--- src/rtl/seq_s_rbs16.sv ---
// seq_s_rbs16: multi-cycle signed ripple-borrow subtractor, out = a - b.
//   Computes an exact (N+1)-bit two's-complement difference, CHUNK bits per
//   clock, LSB chunk first. The subtraction is done as a + ~b + 1, with a
//   single carry register threaded between chunks. Valid/ready handshake
//   on both the operand and result sides.
// Optional feature macro: SEQ_RBS_OVF_EN adds the ovf port, which flags that
//   the N-bit truncated result would have overflowed.
// Ports:
//   clk        rising-edge clock
//   rst        synchronous, active-high reset
//   in_valid   operands a, b present
//   in_ready   block can accept operands (IDLE)
//   a, b       N-bit signed minuend / subtrahend, sampled on the accept edge
//   out_valid  result valid, held until consumed
//   out_ready  consumer accepts result
//   out        (N+1)-bit signed difference
//   ovf        (SEQ_RBS_OVF_EN only) N-bit overflow flag
module seq_s_rbs16 #(
    parameter int unsigned N     = 16,
    parameter int unsigned CHUNK = 4
) (
    input  logic         clk,
    input  logic         rst,
    input  logic         in_valid,
    output logic         in_ready,
    input  logic [N-1:0] a,
    input  logic [N-1:0] b,
    output logic         out_valid,
    input  logic         out_ready,
    output logic [N:0]   out
`ifdef SEQ_RBS_OVF_EN
    ,
    output logic         ovf
`endif
);

    localparam int unsigned K     = N / CHUNK;
    localparam int unsigned IDX_W = (K > 1) ? $clog2(K) : 1;

    typedef enum logic [1:0] {
        IDLE = 2'd0,
        CALC = 2'd1,
        DONE = 2'd2
    } state_t;

    state_t             state;
    state_t             state_next;

    logic [N-1:0]       a_q;
    logic [N-1:0]       nb_q;
    logic               carry;
    logic [IDX_W-1:0]   idx;

    int unsigned        base;
    logic [CHUNK-1:0]   a_chunk;
    logic [CHUNK-1:0]   nb_chunk;
    logic [CHUNK:0]     sum;
    logic               last;
    logic               top;

    // One chunk of a + ~b + carry, plus the sign-extended top bit
    always_comb begin
        base     = 32'(idx) * CHUNK;
        a_chunk  = a_q[base +: CHUNK];
        nb_chunk = nb_q[base +: CHUNK];
        sum      = {1'b0, a_chunk} + {1'b0, nb_chunk} + {{CHUNK{1'b0}}, carry};
        last     = (idx == IDX_W'(K - 1));
        // Bit N of the exact result: both operands sign-extended one bit,
        // plus the carry out of bit N-1.
        top      = a_q[N-1] ^ nb_q[N-1] ^ sum[CHUNK];
    end

    // State register
    always_ff @(posedge clk) begin
        if (rst) begin
            state <= IDLE;
        end else begin
            state <= state_next;
        end
    end

    // Next-state logic
    always_comb begin
        state_next = state;
        case (state)
            IDLE:    if (in_valid)  state_next = CALC;
            CALC:    if (last)      state_next = DONE;
            DONE:    if (out_ready) state_next = IDLE;
            default:                state_next = IDLE;
        endcase
    end

    // Datapath and registered handshake outputs
    always_ff @(posedge clk) begin
        if (rst) begin
            a_q       <= '0;
            nb_q      <= '0;
            carry     <= 1'b1;
            idx       <= '0;
            out       <= '0;
            in_ready  <= 1'b1;
            out_valid <= 1'b0;
`ifdef SEQ_RBS_OVF_EN
            ovf       <= 1'b0;
`endif
        end else begin
            in_ready  <= (state_next == IDLE);
            out_valid <= (state_next == DONE);
            case (state)
                IDLE: begin
                    if (in_valid) begin
                        a_q   <= a;
                        nb_q  <= ~b;
                        carry <= 1'b1;      // the +1 of two's-complement negation
                        idx   <= '0;
                    end
                end
                CALC: begin
                    out[base +: CHUNK] <= sum[CHUNK-1:0];
                    carry              <= sum[CHUNK];
                    idx                <= idx + IDX_W'(1);
                    if (last) begin
                        out[N] <= top;
`ifdef SEQ_RBS_OVF_EN
                        // Sign bit differs from bit N-1: N-bit result would wrap
                        ovf    <= top ^ sum[CHUNK-1];
`endif
                    end
                end
                default: ;
            endcase
        end
    end

endmodule
--- config.mk ---
export PLATFORM = sky130hd
export DESIGN_NAME = seq_s_rbs16
export DESIGN_NICKNAME = d
export VERILOG_FILES = /design/src/rtl/seq_s_rbs16.sv
export SDC_FILE = /design/constraint.sdc
export NUM_CORES = 1
export LEC_CHECK = 0
export BUFFER_PORTS_ARGS = -buffer_cell sky130_fd_sc_hd__buf_2
export CAP_MARGIN = 20
export CORE_MARGIN = 2
export CORE_UTILIZATION = 30
export CTS_BUF_LIST = sky130_fd_sc_hd__clkbuf_8
export CTS_CLUSTER_DIAMETER = 30
export DETAILED_ROUTE_END_ITERATION = 10
export PLACE_DENSITY = 0.59
export SYNTH_ARGS = -nofsm -noshare
export SYNTH_HDL_FRONTEND = slang
export SYNTH_SLANG_ARGS = --single-unit
--- constraint.sdc ---
create_clock -name clk -period 3.19 [get_ports clk]
set_clock_uncertainty 0.15 [all_clocks]
set_input_delay 0.319 -clock clk [delete_from_list [all_inputs] [get_ports clk]]
set_output_delay 0.319 -clock clk [all_outputs]
set_load 0.02 [all_outputs]
### Word level (Yosys, flattened, before mapping)

Index checks and enable logic that the tools add are counted.
W data, S select, Z words.

| storage, ports and cells | value |
|---|---|
| word-level logic and storage cells | 39 |
| flip-flop bits (word level) | 56 |

| operators by class | value |
|---|---|
| bitwise gates (word level) | 3 |
| equal/unequal tests | 5 |
| reduce and logical (&&, ||, !) cells | 5 |
| shifts and indexed selects | 4 |
| add/subtract/negate cells | 4 |
| multiplexer cells | 10 |

Operator list:

| operator | number |
|---|---|
| $neg A4 Y34 | 1 |
| $shift A4 B34 Y17 const A | 1 |
| $shiftx A4 B34 Y17 | 1 |
| $shiftx A16 B5 Y4 | 2 |
| $bwmux W17 | 1 |
| $not A16 Y16 | 1 |
| $mux W2 | 4 |
| $eq A2 B2 Y1 const B | 3 |
| $pmux W2 S3 | 1 |
| $add A4 B4 Y5 | 1 |
| $add A5 B1 Y5 | 1 |
| $logic_not A2 Y1 | 2 |
| $pmux W2 S2 | 1 |
| $reduce_and A2 Y1 | 2 |
| $add A2 B1 Y2 const B | 1 |
| $eq A2 B1 Y1 const B | 1 |
| $mux W1 | 2 |
| $ne A2 B2 Y1 const B | 1 |
| $pmux W1 S2 | 1 |
| $reduce_bool A2 Y1 | 1 |
| $xor A1 B1 Y1 | 2 |

### Longest topological paths before layout

| depth | value |
|---|---|
| word-level depth | 6 |
| depth in mapped cells | 8 |

### Least setup slack after synthesis

OpenSTA, ideal clock, no wires.

| timing path | value |
|---|---|
| path kind | register -> register |
| start | register idx[0] |
| end | register out[10] |
| stages on the path, launching flop included | 8 |
| period minus slack after synthesis | 3000 ps |
| buffers on the path | 1 |
| slack | 190 ps |
| arrival | 2779 ps |
| path through | dfxtp_1 buf_2 mux4_2 fa_1 fa_1 xor2_1 or3b_1 a21oi_1 |

| between the ends | value |
|---|---|
| longest elaborated chain between the ends | 5 |
| elaborated cells on any way between the ends | 8 |

Ends and longest elaborated chain:

| what | line | source |
|---|---|---|
| start: declaration | 52 | `logic [IDX_W-1:0] idx;` |
| start signal: assignment | 121 | `idx <= idx + IDX_W'(1);` |
| $shiftx A16 B5 Y4 (on tied branches) | 64, 65 |  |
| $add A4 B4 Y5 | 66 | `sum = {1'b0, a_chunk} + {1'b0, nb_chunk} + {{CHUNK{1'b0}}, carry};` |
| $add A5 B1 Y5 | 66 |  |
| $shiftx A4 B34 Y17 | 119 | `out[base +: CHUNK] <= sum[CHUNK-1:0];` |
| $bwmux W17 * | 119 |  |
| end signal: indexed assignment | 119 |  |
| end signal: indexed assignment | 123 | `out[N] <= top;` |
| end: declaration | 30 | `output logic [N:0] out` |

Mark *: on every way between the ends. The rest lies on a longest branch, timed or not.
A chain may end at the register's enable or synchronous reset.

### Worst setup path in the final report

Ends and elaborated chain as after synthesis.

==> flow_summary.json <==
{
  "core_area_um2": 7850,
  "ys_seq_area_share_pct": 45.7,
  "cts-resized-gates": 0,
  "cts_tree": "built",
  "hold_viol": 0,
  "p_leak_uw": 0.00120,
  "antenna_found_initial": 0,
  "ir_drop_v": 0.000233,
  "fmax_mhz": 346,
  "r2r-start": "idx[0]$_SDFFE_PP0P_",
  "tightest_slew_ns": 1.04,
  "cts-root-buf": "clkbuf_8",
  "p_comb_share_pct": 15.6,
  "cap_violations": 0,
  "grt_max_degree": 61,
  "cts.sinks": 56,
  "mostFrequentLayoutCells": "dfxtp_1, buf_2, nand2_1",
  "finalSetupViolations": 0,
  "hold_buffers": 0,
  "ant_nets": 0,
  "synth_nets": 309,
  "dr.pass1.iters": 4,
  "swShare_pct": 26.8,
  "io_buffers": 54,
  "r2r_cells": 6,
  "synth.avg_cell_area_um2": 9.41,
  "hpwlAfterDp_mm": 4.18,
  "die-area_um2": 8920,
  "final.setup.worst_slack_ns": 0.300,
  "vias": 1986,
  "fin_crit_sh_pct": 90.6,
  "dieHeight_um": 94.5,
  "grt_pass1_wl_mm": 9.23,
  "grt_usage_pct": 13.2,
  "layout_commonest_cell": "dfxtp_1",
  "cp.required_ns": 3.28,
  "synth-seq-cells": 56,
  "wire_per_inst_um": 13.7,
  "cts.path.max_buffers": 2,
  "die_x_um": 94.5,
  "io_pins": 55,
  "crit_path_end_kind": "flop",
  "vias_per_cell": 4.82,
  "powerDensity_nw_per_um2": 498,
  "area.growth.synth_to_final_pct": 19.1,
  "synth-async-reset-ratio_pct": 0,
  "crit_arrival_ns": 2.98,
  "start_kind": "flop",
  "drc": 0,
  "gp_congestion": 0.768,
  "nFillCells": 832,
  "drive_gt1_share_pct": 24.2,
  "grt_overflow_total": 0,
  "postSynthCellCount": 261,
  "fp-row-count": 32,
  "drv_slew": 0,
  "clkLatencyLatePin_ns": 0.31,
  "crit_path_end": "out[10]$_SDFFE_PP0P_",
  "p_switching_uw": 391,
  "worstSetupPathType": "flop to flop",
  "syn_area_um2": 2450,
  "ys.flop_type": "dfxtp_1",
  "min_path_type": "input pin to flop",
  "clkTransAtPathRegs_ns": 0.10,
  "whs_ns": 0.0203,
  "initial_utilization_pct": 31.3,
  "p_clk_share_pct": 32.3,
  "n_antenna_cell": 0,
  "reg2reg_to": "out[10]$_SDFFE_PP0P_",
  "crit_path_max_fanout": 4,
  "r2r_slack_ns": 0.30,
  "finalSetupTns_ns": 0,
  "fin_crit_ns": 2.89,
  "seq_power_share_pct": 52.2,
  "p_int_uw": 1070,
  "final_nets": 357,
  "drtIter0Drc": 65,
  "synth-edff-count": 0,
  "relSlewSlack_pct": 30.7,
  "numCtsBuffers": 5,
  "status": "completed",
  "grt_setup_unrepaired": "false",
  "cts_setup_buffers": 0,
  "dp_slack_ns": 0.313,
  "synth_cell_type_count": 37,
  "hp-start": "b[13]",
  "startpoint": "idx[0]$_SDFFE_PP0P_",
  "htreeDepth": 2,
  "wl_mm": 5.64,
  "yosys_warnings": 0,
  "grt_pass1_vias": 1861
}
## power by group through the flow
stage / Combinational (uW) / Sequential [uW] / Clock [uW]
6_report: 227 / 759 / 470
5_1_grt: 255 / 764 / 518
3_5_place_dp: 229 / 776 / 0
4_1_cts: 230 / 760 / 486
2_1_floorplan: 156 / 773 / 0
3_3_place_gp: 224 / 774 / 0
## stage by stage
stage | instance area (um^2) | cells | power (uW) | util [%]
2_1_floorplan | 2450 | 261 | 929 | -
3_3_place_gp | 2810 | 404 | 999 | 35.8
3_5_place_dp | 2810 | 404 | 1000 | 35.8
4_1_cts | 2920 | 412 | 1470 | 37.2
5_1_grt | 2920 | 412 | 1540 | 37.2
6_report | 2920 | 412 | 1460 | 37.2
## worst min path at each step
stage / cells after the start / slack (ns) / to
after floorplan: 1 / 0.26 / nb_q[0]$_SDFFE_PP0P_
after global placement: 2 / 0.29 / out[14]$_SDFFE_PP0P_
after detailed placement: 2 / 0.30 / a_q[11]$_SDFFE_PP0P_
after CTS: 2 / 0.01 / nb_q[10]$_SDFFE_PP0P_
after global routing: 2 / 0.01 / nb_q[9]$_SDFFE_PP0P_
final: 2 / 0.02 / nb_q[13]$_SDFFE_PP0P_
## synthesized netlist by cell type, types with 2 or more instances
cell type	number	area, um^2
buf_2	8	40.0
mux4_2	8	180
inv_1	3	11.3
nor2_1	33	124
a21o_1	2	15.0
xor2_1	3	26.3
clkbuf_1	8	30.0
a21oi_1	23	115
ha_1	10	125
nand2b_1	2	12.5
a22oi_1	10	75.1
a31oi_1	2	12.5
a211oi_1	17	128
nand4_1	2	12.5
o21ai_1	2	10.0
nand2_1	40	150
or3b_1	2	17.5
and4_1	2	17.5
nand3_1	3	15.0
nand3b_1	5	37.5
and2_1	2	12.5
fa_1	2	40.0
dfxtp_1	56	1120
nor3_1	3	15.0
## state kept, by name (all words and copies together), names as in the netlist
signal	flops
nb_q	16
out_valid	1
in_ready	1
state	2
a_q	16
carry	1
idx	2
out	17
## area by class of cell
type / count / area (um^2) / area share [%]
timing repair buffer: 57 / 293 / 10.0
clock inverter: 3 / 42.5 / 1.46
multi-input combinational: 186 / 1260 / 43.1
clock buffer: 5 / 68.8 / 2.35
inverter: 3 / 11.3 / 0.385
sequential: 56 / 1120 / 38.4
tap: 102 / 128 / 4.37
## critical path, stage by stage (launching register included)
cell and delay [ns]:
dfxtp_1 0.41, mux4_2 0.54, fa_1 0.45, fa_1 0.43, xor2_1 0.32, or3b_1 0.38
a21oi_1 0.14
## per-layer routing
metal,vias to the layer above,wire length [um],global-route usage [%]
li1,1020,-,-
met1,919,2640,17.3
met2,42,2690,22.0
met3,5,263,3.27
met4,0,45,3.26
met5,-,0,0
## cells by family after synthesis
family,Yosys count,share of synthesized area (%)
and+or+nand+nor,102,19.7
AOI/OAI and AO/OA,60,15.8
DFF,56,45.7
buffers and inverters,19,3.31
adders and majority gates,12,6.73
muxes,9,7.75
xor gates and xnor gates,3,1.07
(Power assumes the default switching activity.)
